$ cat src/rtl/priv_trap_ctrl.sv
// priv_trap_ctrl: machine-mode trap controller.
// Latches local interrupt pulses, arbitrates interrupts against synchronous
// exceptions, waits for the pipeline to drain, then commits the trap
// (mcause/mepc/mtval injection plus PC redirect). Also sequences mret.
module priv_trap_ctrl #(
    parameter int NUM_LOCAL_INT = 16,
    parameter int VECTORED_EN   = 1
) (
    input  logic                          CLK,
    input  logic                          nRST,
    input  logic                          timer_int_m,
    input  logic                          soft_int_m,
    input  logic                          ext_int_m,
    input  logic [NUM_LOCAL_INT-1:0]      local_int,
    input  logic [NUM_LOCAL_INT-1:0]      clear_local_int,
    input  logic                          mstatus_mie,
    input  logic [16+NUM_LOCAL_INT-1:0]   mie_mask,
    input  logic                          exc_valid,
    input  logic [4:0]                    exc_cause,
    input  logic [31:0]                   exc_tval,
    input  logic [31:0]                   epc,
    input  logic                          mret,
    input  logic                          pipe_clear,
    input  logic [31:0]                   mtvec,
    input  logic [31:0]                   mepc,
    output logic [16+NUM_LOCAL_INT-1:0]   pending,
    output logic                          inject,
    output logic [31:0]                   next_mcause,
    output logic [31:0]                   next_mepc,
    output logic [31:0]                   next_mtval,
    output logic                          intr,
    output logic                          insert_pc,
    output logic [31:0]                   priv_pc
);

    localparam int W = 16 + NUM_LOCAL_INT;

    typedef enum logic [1:0] {
        S_IDLE       = 2'd0,
        S_WAIT_CLEAR = 2'd1,
        S_COMMIT     = 2'd2,
        S_RET_WAIT   = 2'd3
    } state_t;

    state_t                    state_q, state_d;
    logic [NUM_LOCAL_INT-1:0]  local_pend_q, local_pend_d;
    logic [W-1:0]              pending_s, enabled_s;
    logic                      has_int_s, cap_in_e_s;
    logic [5:0]                win_local_s, win_code_s;
    logic                      capture_exc_s, capture_int_s;
    logic                      cap_int_q, cap_int_d;
    logic [5:0]                cap_code_q, cap_code_d;
    logic [31:0]               cap_epc_q, cap_epc_d;
    logic [31:0]               cap_tval_q, cap_tval_d;
    logic                      commit_s, ret_s, use_vec_s;
    logic [31:0]               trap_base_s;
    logic                      inject_q, inject_d;
    logic                      intr_q, intr_d;
    logic                      insert_pc_q, insert_pc_d;
    logic [31:0]               mcause_q, mcause_d;
    logic [31:0]               mepc_q, mepc_d;
    logic [31:0]               mtval_q, mtval_d;
    logic [31:0]               priv_pc_q, priv_pc_d;

    // Local pending update: clear pulses first, so a coincident set wins.
    always_comb begin
        local_pend_d = (local_pend_q & ~clear_local_int) | local_int;
    end

    // mip view: standard bits mirror live inputs, local bits come from the latch.
    always_comb begin
        pending_s              = '0;
        pending_s[3]           = soft_int_m;
        pending_s[7]           = timer_int_m;
        pending_s[11]          = ext_int_m;
        pending_s[W-1:16]      = local_pend_q;
    end

    assign enabled_s = pending_s & mie_mask & {W{mstatus_mie}};
    assign has_int_s = |enabled_s;
    assign pending   = pending_s;

    // Interrupt arbitration: 11 > 3 > 7 > highest-index local.
    always_comb begin
        win_local_s = 6'd0;
        for (int i = 0; i < NUM_LOCAL_INT; i++) begin
            win_local_s = enabled_s[16+i] ? 6'(16 + i) : win_local_s;
        end
        if (enabled_s[11]) begin
            win_code_s = 6'd11;
        end else if (enabled_s[3]) begin
            win_code_s = 6'd3;
        end else if (enabled_s[7]) begin
            win_code_s = 6'd7;
        end else begin
            win_code_s = win_local_s;
        end
    end

    // Is the captured interrupt cause still enabled and pending?
    always_comb begin
        cap_in_e_s = 1'b0;
        for (int i = 0; i < W; i++) begin
            cap_in_e_s = cap_in_e_s | (enabled_s[i] & (cap_code_q == 6'(i)));
        end
    end

    // An exception is captured from IDLE/RET_WAIT, or preempts a captured interrupt.
    assign capture_exc_s = exc_valid &&
                           ((state_q == S_IDLE) || (state_q == S_RET_WAIT) ||
                            ((state_q == S_WAIT_CLEAR) && cap_int_q));
    assign capture_int_s = (state_q == S_IDLE) && !exc_valid && has_int_s;

    // FSM state register.
    always_ff @(posedge CLK or negedge nRST) begin
        if (!nRST) begin
            state_q <= S_IDLE;
        end else begin
            state_q <= state_d;
        end
    end

    // FSM next-state logic.
    always_comb begin
        state_d = state_q;
        case (state_q)
            S_IDLE: begin
                if (exc_valid || has_int_s) begin
                    state_d = S_WAIT_CLEAR;
                end else if (mret) begin
                    state_d = S_RET_WAIT;
                end else begin
                    state_d = S_IDLE;
                end
            end
            S_WAIT_CLEAR: begin
                if (exc_valid && cap_int_q) begin
                    state_d = S_WAIT_CLEAR;
                end else if (pipe_clear) begin
                    // A withdrawn interrupt is dropped rather than committed.
                    state_d = (cap_int_q && !cap_in_e_s) ? S_IDLE : S_COMMIT;
                end else begin
                    state_d = S_WAIT_CLEAR;
                end
            end
            S_COMMIT: begin
                state_d = S_IDLE;
            end
            S_RET_WAIT: begin
                if (exc_valid) begin
                    state_d = S_WAIT_CLEAR;
                end else if (pipe_clear) begin
                    state_d = S_IDLE;
                end else begin
                    state_d = S_RET_WAIT;
                end
            end
            default: begin
                state_d = S_IDLE;
            end
        endcase
    end

    // Next values of the captured trap record.
    always_comb begin
        cap_int_d  = cap_int_q;
        cap_code_d = cap_code_q;
        cap_epc_d  = cap_epc_q;
        cap_tval_d = cap_tval_q;
        if (capture_exc_s) begin
            cap_int_d  = 1'b0;
            cap_code_d = {1'b0, exc_cause};
            cap_epc_d  = epc;
            cap_tval_d = exc_tval;
        end else if (capture_int_s) begin
            cap_int_d  = 1'b1;
            cap_code_d = win_code_s;
            cap_epc_d  = epc;
            cap_tval_d = 32'd0;
        end else begin
            cap_int_d  = cap_int_q;
        end
    end

    // Registered outputs are loaded on the edge entering the commit/redirect cycle.
    assign commit_s    = (state_q == S_WAIT_CLEAR) && (state_d == S_COMMIT);
    assign ret_s       = (state_q == S_RET_WAIT) && !exc_valid && pipe_clear;
    assign use_vec_s   = (VECTORED_EN != 0) && cap_int_q && (mtvec[1:0] == 2'b01);
    assign trap_base_s = {mtvec[31:2], 2'b00};

    // FSM output logic (next values of the registered outputs).
    always_comb begin
        inject_d    = 1'b0;
        intr_d      = 1'b0;
        insert_pc_d = 1'b0;
        mcause_d    = 32'd0;
        mepc_d      = 32'd0;
        mtval_d     = 32'd0;
        priv_pc_d   = 32'd0;
        if (commit_s) begin
            inject_d    = 1'b1;
            intr_d      = 1'b1;
            insert_pc_d = 1'b1;
            mcause_d    = {cap_int_q, 25'd0, cap_code_q};
            mepc_d      = cap_epc_q;
            mtval_d     = cap_tval_q;
            priv_pc_d   = use_vec_s ? (trap_base_s + {24'd0, cap_code_q, 2'b00})
                                    : trap_base_s;
        end else if (ret_s) begin
            insert_pc_d = 1'b1;
            priv_pc_d   = mepc;
        end else begin
            inject_d    = 1'b0;
        end
    end

    // Pending latch, trap record and registered outputs.
    always_ff @(posedge CLK or negedge nRST) begin
        if (!nRST) begin
            local_pend_q <= '0;
            cap_int_q    <= 1'b0;
            cap_code_q   <= 6'd0;
            cap_epc_q    <= 32'd0;
            cap_tval_q   <= 32'd0;
            inject_q     <= 1'b0;
            intr_q       <= 1'b0;
            insert_pc_q  <= 1'b0;
            mcause_q     <= 32'd0;
            mepc_q       <= 32'd0;
            mtval_q      <= 32'd0;
            priv_pc_q    <= 32'd0;
        end else begin
            local_pend_q <= local_pend_d;
            cap_int_q    <= cap_int_d;
            cap_code_q   <= cap_code_d;
            cap_epc_q    <= cap_epc_d;
            cap_tval_q   <= cap_tval_d;
            inject_q     <= inject_d;
            intr_q       <= intr_d;
            insert_pc_q  <= insert_pc_d;
            mcause_q     <= mcause_d;
            mepc_q       <= mepc_d;
            mtval_q      <= mtval_d;
            priv_pc_q    <= priv_pc_d;
        end
    end

    assign inject      = inject_q;
    assign intr        = intr_q;
    assign insert_pc   = insert_pc_q;
    assign next_mcause = mcause_q;
    assign next_mepc   = mepc_q;
    assign next_mtval  = mtval_q;
    assign priv_pc     = priv_pc_q;

endmodule

$ cat config.mk
export PLATFORM = sky130hd
export DESIGN_NAME = priv_trap_ctrl
export DESIGN_NICKNAME = d
export VERILOG_FILES = /design/src/rtl/priv_trap_ctrl.sv
export SDC_FILE = /design/constraint.sdc
export NUM_CORES = 1
export LEC_CHECK = 0
export CORE_ASPECT_RATIO = 0.8
export CORE_MARGIN = 3
export CORE_UTILIZATION = 39
export DETAILED_ROUTE_END_ITERATION = 10
export PLACE_DENSITY_LB_ADDON = 0.25
export REMOVE_ABC_BUFFERS = 1
export SLEW_MARGIN = 15
export SYNTH_ARGS = -nofsm -noshare
export SYNTH_HDL_FRONTEND = slang
export SYNTH_SLANG_ARGS = --single-unit
export TNS_END_PERCENT = 30
$ cat constraint.sdc
create_clock -name CLK -period 2.15 [get_ports CLK]
set_input_delay 0.215 -clock CLK [delete_from_list [all_inputs] [get_ports CLK]]
set_output_delay 0.215 -clock CLK [all_outputs]
set_load 0.005 [all_outputs]
==> results of run 1 <==
## cells in the final DEF, fill, tap and decap left out, types with 30 or more instances in the layout
| cell type | n |
|---|---|
| clkdlybuf4s50_1 | 315 |
| buf_4 | 89 |
| mux2i_1 | 31 |
| o21ai_0 | 44 |
| inv_1 | 30 |
| dfrtp_1 | 189 |
| nand2_1 | 128 |
| conb_1 | 39 |
| mux2_2 | 32 |
| and2_1 | 72 |
## stage by stage
stage / util, % / total power [µW] / std cells / setup WS (ns)
2_1_floorplan: - / 7130 / 766 / -2.31
3_3_place_gp: 58.5 / 9390 / 1477 / -0.467
3_5_place_dp: 58.5 / 9490 / 1477 / -0.497
4_1_cts: 61.6 / 12800 / 1512 / -0.178
5_1_grt: 62.2 / 13600 / 1521 / -0.259
6_report: 62.2 / 12800 / 1521 / -0.217
## report_power, final
| part | internal [µW] | total (µW) | switching, µW |
|---|---|---|---|
| registers | 4540 | 4990 | 449 |
| clock network | 1590 | 3230 | 1640 |
| logic | 2570 | 4610 | 2030 |
| total | 8700 | 12800 | 4130 |
## cells by family (layout without fill, tap and decap cells)
group | after synthesis | after routing | share of synthesized area, %
mux | 65 | 65 | 8.18
flops | 192 | 192 | 54.9
compound gates | 110 | 110 | 8.34
fa+ha+maj | 10 | 10 | 1.52
xor+xnor | 25 | 25 | 2.50
buf+inv | 109 | 485 | 7.54
simple gates | 293 | 293 | 16.9
other cells | 1 | 41 | 0.0429
## registers in the layout (all words and copies together) (netlist names), 2 cells and up
signal	count
cap_epc_q	32
next_mtval	32
next_mcause	6
priv_pc	32
cap_tval_q	32
cap_code_q	5
local_pend_q	16
state_q	2
next_mepc	32
## how the worst max path moves through the flow
stage,startpoint,to,slack (ns),depth (start not counted)
6_report,cap_code_q[2],priv_pc[31],-0.22,9
5_1_grt,cap_code_q[2],next_mtval[7],-0.26,9
4_1_cts,cap_code_q[2],priv_pc[12],-0.18,8
3_5_place_dp,mtvec[2],priv_pc[24],-0.50,10
3_3_place_gp,mie_mask[22],next_mepc[14],-0.47,9
2_1_floorplan,cap_code_q[2],priv_pc[0],-2.31,6
## area by class of cell
class                      count  share of cell area, %
inverter                      32                  0.886
antenna                        2                 0.0369
clock inverter                15                   1.34
timing repair buffer         421                   30.5
sequential                   192                   35.5
clock buffer                  17                   3.14
multi-input combinational    542                   25.9
tap                          300                   2.77
## per-layer routing
layer	vias up	routed length, µm	GRT usage, %
met5	-	0	0
met4	0	431	6.70
met3	27	1840	5.91
met2	259	12500	34.8
met1	3448	10200	24.6
li1	3444	-	-
## repair_timing
item                                    in CTS  in global routing
hold buffers                                 1                  0
endpoints found under the setup margin     136                137
cloned                                       0                  2
setup buffers                                2                  5
resized for setup                           12                  9
endpoints found under the hold margin       62                  0
pin swaps                                    4                  2
==> metrics.md, run 1 <==
| Metric | Value |
|---|---|
| Root Driver | clkbuf_16 |
| Vias | 7178 |
| Grt total ovfl | 0 |
| Cells after Synth | 805 |
| Reg2Reg Launch Point | cap_code_q[2] |
| Worst-case reg-to-reg path depth | 9 |
| Worst stage delay on the critical path | 0.53 ns |
| Worst skew pair latency | 0.44 ns |
| Synth area leaders | dfrtp_1 (55%), nand2_1 (5.5%), and2_1 (5.2%), mux2_2 (4.1%), buf_4 (3.8%) |
| Final Wtd Congestion | 0.849 |
| Violated checks | negative setup slack |
| Layout Area Growth over Synthesis | 55.1% |
| Async set or reset register ratio after synthesis | 100% |
| I/O Buffers | 316 |
| Yosys top cell area share | 54.9% |
| Slowest cell on the critical path | mux4_2 |
| CP Max Fanout | 8 |
| Max Slew Vio Count | 0 |
| Design area | 0.0136 mm² |
| Largest net degree at the start of global routing | 68 |
| Tmin final | 2.37 ns |
| Peak supply drop | 411 µV |
| YS warnings | 0 |
| Leak Pwr | 0.00599 µW |
| Multi-input gate area | 0.00351 mm² |
| CTS tree | done |
| First-pass GRT wire length | 38800 µm |
| Sequential area share after synthesis | 54.9% |
| Vias/cell | 4.72 |
| Placed cell areas | 0.0128 mm² |
| DRC Markers | 0 |
| Peak Freq | 422 MHz |
| H-Tree Level Count | 4 |
| Crit path kind | flop to flop |
| Aggregate routed wire length | 25000 µm |
| CP Launch Type | flop |
| Fillcell total | 1756 |
| CP Capture Type | flop |
| Prevailing post-synth register cell | dfrtp_1 |
| Core area | 0.0218 mm² |
| Worst-Margin Slew | 0.559 ns |
| WP data arrival | 2.71 ns |
| Initial antenna violation count | 2 |
| Top-count cell post-synth | dfrtp_1 |
| Hold slack | 0.326 ns |
| Post-DR wirelength/cell | 16.4 µm |
| Final worst path period share | 110% |
| CTS max path bufs | 2 |
| DPL Wire Length | 18700 µm |
| Fin Clk Skew | 0.0147 ns |
| Die area | 0.0243 mm² |
| Nets | 1422 |
| DRT iter0 DRCs | 358 |
| MaxCap Viol Count | 0 |
| Reg-to-reg slack, setup | -0.22 ns |
| Clock transition at path regs | 0.09 ns |
| Sink Count | 192 |
| Post-synthesis average cell area | 10.9 µm² |
| Mapped Area | 0.00874 mm² |
| Final Setup Violations | 127 |
| Status | complete, but fails checks |
| Initial Utilization | 40.1% |
| FF/Latch Area | 0.00481 mm² |
| CP required | 2.49 ns |
| Hold Vio Cnt, Final | 0 |
| I/O pins | 369 |
| Post-synth top cells | dfrtp_1 (192), nand2_1 (128), and2_1 (72), o21ai_0 (47), buf_4 (44) |
| Total track usage | 20.3% |
| Distinct cells, synth | 60 |
| PnR worst setup slack | -0.217 ns |
| Cell taking the most area after synthesis | dfrtp_1 |
| RSZ-0062 raised after global routing | true |
| Chip width | 173 µm |
| Die Span Y | 140 µm |
| PwrDens | 946 mW/mm² |
| CTS buffer count | 17 |
| Vias in the first global route | 7244 |
| Rel. slew slack | 62.8% |
| # rows | 48 |
| DRT antenna net count | 0 |
| Reg-to-reg critical path endpoint | priv_pc[31] |
| Post-synth EDFFs | 0 |
| Hold crit path type | input port to asynchronous set/reset pin |
| CP cell instances | inv_2 > mux4_2 > nor4_4 > nor4_4 > a2111oi_4 > buf_4 > buf_12 > buf_12 > mux2i_1 |
| DR pass1 iterations | 7 |
| Total negative setup slack | -14.58 ns |
| Ratio of cells with drive above 1 in the final layout | 15.8% |
| Critical path buffers and inverters | 4 |
| Seq cells post-synth | 192 |
| CP top delay family | multiplexers |
No activity file was read; power rests on OpenSTA's default activity.
==> run 2, diff against run 1 <==
CELL_PAD_IN_SITES_DETAIL_PLACEMENT = 0   (was unset)
CELL_PAD_IN_SITES_GLOBAL_PLACEMENT = 1   (was unset)
CORE_UTILIZATION = 29   (was 39)
SKIP_LAST_GASP = 1   (was unset)
==> run 2 against run 1 <==
Compared with the run above:
- the run still ends with negative setup slack left
- utilization down 15 points
- combinational power is 8.2% higher
- die area increased by 33%
- critical path depth increased by 1
- sequential power is 1% lower
- flip-flop and latch count unchanged
- sequential share of layout area shrank 0.97 points
- worst hold slack lost 0.029 ns
- power up 3.0%
- critical endpoint is now priv_pc[25]
- largest cell class unchanged
- highest routed layer is now met5
==> metrics.md, run 2 (same netlist as run 1, synthesis figures left out) <==
| Metric | Value |
|---|---|
| WP data arrival | 2.75 ns |
| Critical path's most frequent cell | buf_6 |
| Comb power frac | 37.8% |
| Reg2Reg Launch Point | cap_code_q[2] |
| DRC Markers | 0 |
| PwrDens | 949 mW/mm² |
| Reg-to-reg slack, setup | -0.24 ns |
| Final worst path period share | 111% |
| Flop pwr share | 37.4% |
| Root Driver | clkbuf_16 |
| CTS tree | done |
| First-pass GRT wire length | 42300 µm |
| Total track usage | 16.8% |
| Design area | 0.0139 mm² |
| DRT antenna net count | 0 |
| Finished Core Util | 47.2% |
| Initial Utilization | 29.6% |
| Nets | 1441 |
| Largest net degree at the start of global routing | 61 |
| Aggregate routed wire length | 27400 µm |
| Post-DR wirelength/cell | 16.6 µm |
| Fin Clk Skew | 0.0143 ns |
| CTS max path bufs | 2 |
| Worst-Margin Slew | 0.543 ns |
| Sw Share | 32.5% |
| RSZ-0062 raised after global routing | true |
| P_int | 8920 µW |
| Critical path buffers and inverters | 5 |
| Vias/cell | 4.33 |
| Peak Freq | 419 MHz |
| CP Launch Type | flop |
| Initial antenna violation count | 1 |
| Status | complete, but fails checks |
| Vias | 7130 |
| Sink Count | 192 |
| Crit path kind | flop to flop |
| Die Span Y | 161 µm |
| Grt total ovfl | 0 |
| CTS buffer count | 17 |
| Worst setup path endpoint | priv_pc[25] |
| DR pass1 iterations | 4 |
| Tot Pwr | 13200 µW |
| Worst stage delay on the critical path | 0.44 ns |
| Instance count on the critical path | 10 |
| MaxCap Viol Count | 0 |
| Reg-to-reg critical path endpoint | priv_pc[25] |
| PnR worst setup slack | -0.236 ns |
| CP Capture Type | flop |
| Die area | 0.0323 mm² |
| Tmin final | 2.39 ns |
| Sw power | 4290 µW |
| Hold slack | 0.297 ns |
| Peak supply drop | 532 µV |
| Violated checks | negative setup slack |
| Max Slew Vio Count | 0 |
| Ratio of cells with drive above 1 in the final layout | 16.9% |
| Vias in the first global route | 7434 |
| Final Setup Violations | 135 |
| Slowest cell on the critical path | dfrtp_1 |
| Core area | 0.0295 mm² |
| Rel. slew slack | 63.8% |
| Placed Instances | 1599 |
| CP required | 2.51 ns |
| Leak Pwr | 0.00613 µW |
| Chip width | 200 µm |
| Hold Vio Cnt, Final | 0 |
| DPL Wire Length | 20600 µm |
| Most frequent cells in the layout | clkdlybuf4s50_1 (315), dfrtp_1 (191), nand2_1 (128) |
| # rows | 56 |
| Clock power share | 24.8% |
| Final Non-Filler Cells | 1645 |
| Most common cell after layout, fill and taps aside | clkdlybuf4s50_1 |
| CP top delay family | buffers and inverters |
| Hold crit path type | input port to asynchronous set/reset pin |
| Worst skew pair latency | 0.44 ns |
| DRT iter0 DRCs | 220 |
| Worst-case reg-to-reg path depth | 10 |
| I/O Buffers | 316 |
| Placed cell areas | 0.0130 mm² |
| Layout Area Growth over Synthesis | 59.3% |
| Final Wtd Congestion | 0.803 |
| CP cell instances | buf_6 > buf_4 > nand4b_1 > a31o_2 > nor2b_4 > a2111oi_4 > buf_6 > buf_12 > clkbuf_16 > mux2i_1 |
| CP startpoint | cap_code_q[2] |
| I/O pins | 369 |
| H-Tree Level Count | 4 |
| CP Max Fanout | 8 |
| Clock transition at path regs | 0.08 ns |
==> run 2: cell types whose count changed in the layout (fill, tap and decap cells not counted), moves of 3 or more <==
| cell | before | now |
|---|---|---|
| buf_6 | 1 | 6 |
| buf_4 | 89 | 102 |
| inv_8 | 4 | 1 |
| nor3_2 | 3 | 0 |
| nor3_1 | 11 | 14 |
==> run 2: cell type report <==
| type | count | area (µm²) |
|---|---|---|
| antenna | 1 | 2.50 |
| clock buffer | 18 | 439 |
| clock inverter | 14 | 185 |
| fill | 2763 | 15600 |
| inverter | 32 | 120 |
| multi-input combinational | 542 | 3550 |
| sequential | 192 | 4810 |
| tap | 406 | 508 |
| timing repair buffer | 440 | 4330 |
==> run 2: worst min-delay path by stage <==
stage / startpoint / end / cells past startpoint
6_report: nRST / next_mtval[17] / 2
5_1_grt: mepc[29] / priv_pc[29] / 3
4_1_cts: mepc[29] / priv_pc[29] / 3
3_5_place_dp: nRST / next_mepc[22] / 1
3_3_place_gp: nRST / next_mepc[17] / 1
2_1_floorplan: nRST / cap_code_q[0] / 0
==> run 2: worst reg2reg max path: cells and delay by family (launching register included) <==
family | cells | cell delay [ns]
AO/OA/AOI/OAI | 2 | 0.61
flip-flops | 1 | 0.44
buffers and inverters | 5 | 0.77
AND/OR/NAND/NOR | 2 | 0.31
multiplexers | 1 | 0.19
==> run 2: timing repair <==
item | 4_1_cts | 5_1_grt
setup buffers | 3 | 6
gates resized for setup | 15 | 17
endpoints found under the setup margin | 141 | 174
endpoints found under the hold margin | 50 | 0
hold buffers | 1 | 0
gates cloned | 2 | 2
pin swaps | 2 | 3
==> run 2: per-layer routing <==
metal | wire length (µm) | up-vias | track usage [%]
met5 | 12 | - | 0
met4 | 271 | 2 | 3.73
met3 | 1870 | 17 | 5.20
met2 | 12600 | 227 | 26.9
met1 | 12600 | 3407 | 22.4
li1 | - | 3477 | -
==> run 2: power by group through the flow <==
stage               Combinational [µW]  Sequential, µW  Clock [µW]
floorplan                         2120            5010           0
global placement                  4520            5020           0
detailed placement                4590            5040           0
CTS                               4780            4970        3410
global route                      5470            5070        3560
finish                            4990            4940        3280
==> run 2: metrics by stage <==
stage,worst slack (ns),setup TNS (ns)
floorplan,-2.31,-265.17
finish,-0.236,-16.23
CTS,-0.247,-18.62
global route,-0.334,-32.53
global placement,-0.552,-73.16
detailed placement,-0.618,-76.80
==> run 3, diff against run 2 <==
CELL_PAD_IN_SITES_DETAIL_PLACEMENT = unset   (was 0)
CELL_PAD_IN_SITES_GLOBAL_PLACEMENT = unset   (was 1)
CORE_ASPECT_RATIO = 0.6   (was 0.8)
CORE_UTILIZATION = 39   (was 29)
==> run 3 against run 2 <==
Compared with the run above:
- the run still ends with negative setup slack left
- via count increased by 1.1%
- sequential power increased by 1%
- first-iteration DRC count increased by 71%
- worst hold slack improved by 0.0046 ns
- sequential share of layout area increased by 0.39 points
- critical endpoint is now next_mtval[9]
- largest cell class unchanged
==> metrics.md, run 3 (same netlist as run 1, synthesis figures left out) <==
| Metric | Value |
|---|---|
| Design area | 0.0138 mm² |
| Sw Share | 31.8% |
| Fin Clk Skew | 0.00898 ns |
| Rel. slew slack | 64.3% |
| Initial antenna violation count | 1 |
| Clock transition at path regs | 0.07 ns |
| Root Driver | clkbuf_16 |
| CTS buffer count | 17 |
| Vias in the first global route | 7282 |
| Slowest cell on the critical path | dfrtp_2 |
| CTS tree | done |
| Routed met2 length | 12700 µm |
| DPL Wire Length | 19700 µm |
| P_int | 8910 µW |
| WL met1 | 12100 µm |
| DRC Markers | 0 |
| Die area | 0.0243 mm² |
| Vias/cell | 4.79 |
| Chip width | 199 µm |
| PwrDens | 949 mW/mm² |
| Clock power share | 23.0% |
| Grt total ovfl | 0 |
| Sink Count | 192 |
| Met3 routed WL | 2530 µm |
| DRT iter0 DRCs | 376 |
| Core area | 0.0215 mm² |
| Ratio of cells with drive above 1 in the final layout | 18.9% |
| Worst skew pair latency | 0.44 ns |
| Peak supply drop | 557 µV |
| Fillcell total | 1703 |
| DR pass1 iterations | 5 |
| I/O Buffers | 316 |
| # diodes | 0 |
| MaxCap Viol Count | 0 |
| RSZ-0062 raised after global routing | true |
| Hold Vio Cnt, Final | 0 |
| DRT antenna net count | 0 |
| Placed Instances | 1452 |
| Peak Freq | 408 MHz |
| Largest net degree at the start of global routing | 55 |
| Flop pwr share | 38.1% |
| Status | complete, but fails checks |
| Leak Pwr | 0.00610 µW |
| FF/Latch Area | 0.00481 mm² |
| Max layer used | met5 |
| CP Max Fanout | 8 |
| CP cell instances | buf_4 > nand4bb_1 > a31o_2 > nor2b_1 > a2111oi_4 > buf_6 > buf_8 > buf_12 > clkbuf_16 > and2_4 |
| Sw power | 4160 µW |
| Tmin final | 2.45 ns |
| Violated checks | negative setup slack |
| Multi-input gate area | 0.00362 mm² |
| Initial Utilization | 40.7% |
| Final worst path period share | 114% |
| CP Capture Type | flop |
| Most frequent cells in the layout | clkdlybuf4s50_1 (315), dfrtp_1 (190), nand2_1 (128) |
| First-pass GRT wire length | 40800 µm |
| Final Non-Filler Cells | 1504 |
| CP Launch Type | flop |
| Worst-Margin Slew | 0.532 ns |
| H-Tree Level Count | 4 |
| Worst-case reg-to-reg path depth | 10 |
| Vias | 7206 |
| Final Setup Violations | 149 |
| Comb power frac | 38.9% |
| Hold crit path type | input port to asynchronous set/reset pin |
| Nets | 1429 |
| Crit path kind | flop to flop |
| Tot Pwr | 13100 µW |
| Total track usage | 22.0% |
| I/O pins | 369 |
| Placed cell areas | 0.0127 mm² |
| Layout Area Growth over Synthesis | 57.6% |
| # rows | 41 |
| Post-DR wirelength/cell | 18.4 µm |
| Die Span Y | 122 µm |
| Most common cell after layout, fill and taps aside | clkdlybuf4s50_1 |
| PnR worst setup slack | -0.304 ns |
| Worst stage delay on the critical path | 0.46 ns |
| Max Slew Vio Count | 0 |
| WP data arrival | 2.83 ns |
| Aggregate routed wire length | 27700 µm |
| CTS max path bufs | 2 |
| Final Wtd Congestion | 0.815 |
| CP required | 2.52 ns |
==> run 3: cell types whose count changed in the layout (fill, tap and decap cells not counted), sizes merged <==
| cell | previous run | this run |
|---|---|---|
| buf | 121 | 105 |
| clkbuf | 21 | 28 |
| inv | 38 | 34 |
| diode | 1 | 0 |
==> run 3: layout make-up <==
type,count,share of cell area [%]
clock buffer,21,3.34
clock inverter,10,0.590
sequential,192,34.9
inverter,32,0.872
tap,279,2.53
timing repair buffer,428,31.5
multi-input combinational,542,26.3
==> run 3: per-stage QoR <==
step	hold WS, ns	setup TNS [ns]	utilization [%]	worst slack [ns]
floorplan	-0.0806	-265.17	-	-2.31
global route	0.308	-44.95	64.1	-0.403
detailed placement	0.202	-81.47	58.9	-0.599
CTS	0.296	-26.09	62.6	-0.310
global placement	0.200	-70.79	58.9	-0.545
finish	0.301	-22.89	64.1	-0.304
==> run 3: critical path, delay by kind of cell, from the launching register on <==
kind / cells / cell delay (ns)
buffers and inverters: 5 / 0.79
AO/OA/AOI/OAI: 2 / 0.65
flip-flops: 1 / 0.46
AND/OR/NAND/NOR: 3 / 0.49
==> run 3: timing repair <==
action                                  4_1_cts  5_1_grt
endpoints found under the hold margin        44        0
resized for setup                            18       49
hold buffers                                  1        0
pin swaps                                     3       34
cloned                                        4        6
endpoints found under the setup margin      151      176
buffers inserted                              7        4
==> run 3: per-layer routing <==
metal / global-route usage (%) / vias up
met4: 5.57 / 2
met2: 35.2 / 269
li1: - / 3439
met5: 0 / -
met3: 7.52 / 28
met1: 29.0 / 3468
==> run 3: worst paths after layout <==
| check | from | endpoint | slack [ns] |
|---|---|---|---|
| max | cap_code_q[2] | next_mtval[9] | -0.30 |
| min | nRST | next_mtval[14] | 0.30 |
| max reg2reg | cap_code_q[2] | next_mtval[9] | -0.30 |
| min reg2reg | cap_epc_q[31] | next_mepc[31] | 0.47 |
| max in group asynchronous | nRST | local_pend_q[2] | 1.14 |
| min in group CLK | mepc[6] | priv_pc[6] | 0.32 |
==> run 3: power groups by stage <==
stage | Combinational [µW] | Clock, µW | Sequential (µW)
3_5_place_dp | 4440 | 0 | 5050
5_1_grt | 5540 | 3230 | 5100
4_1_cts | 4770 | 3090 | 4960
2_1_floorplan | 2120 | 0 | 5010
6_report | 5080 | 3010 | 4990
3_3_place_gp | 4350 | 0 | 5010
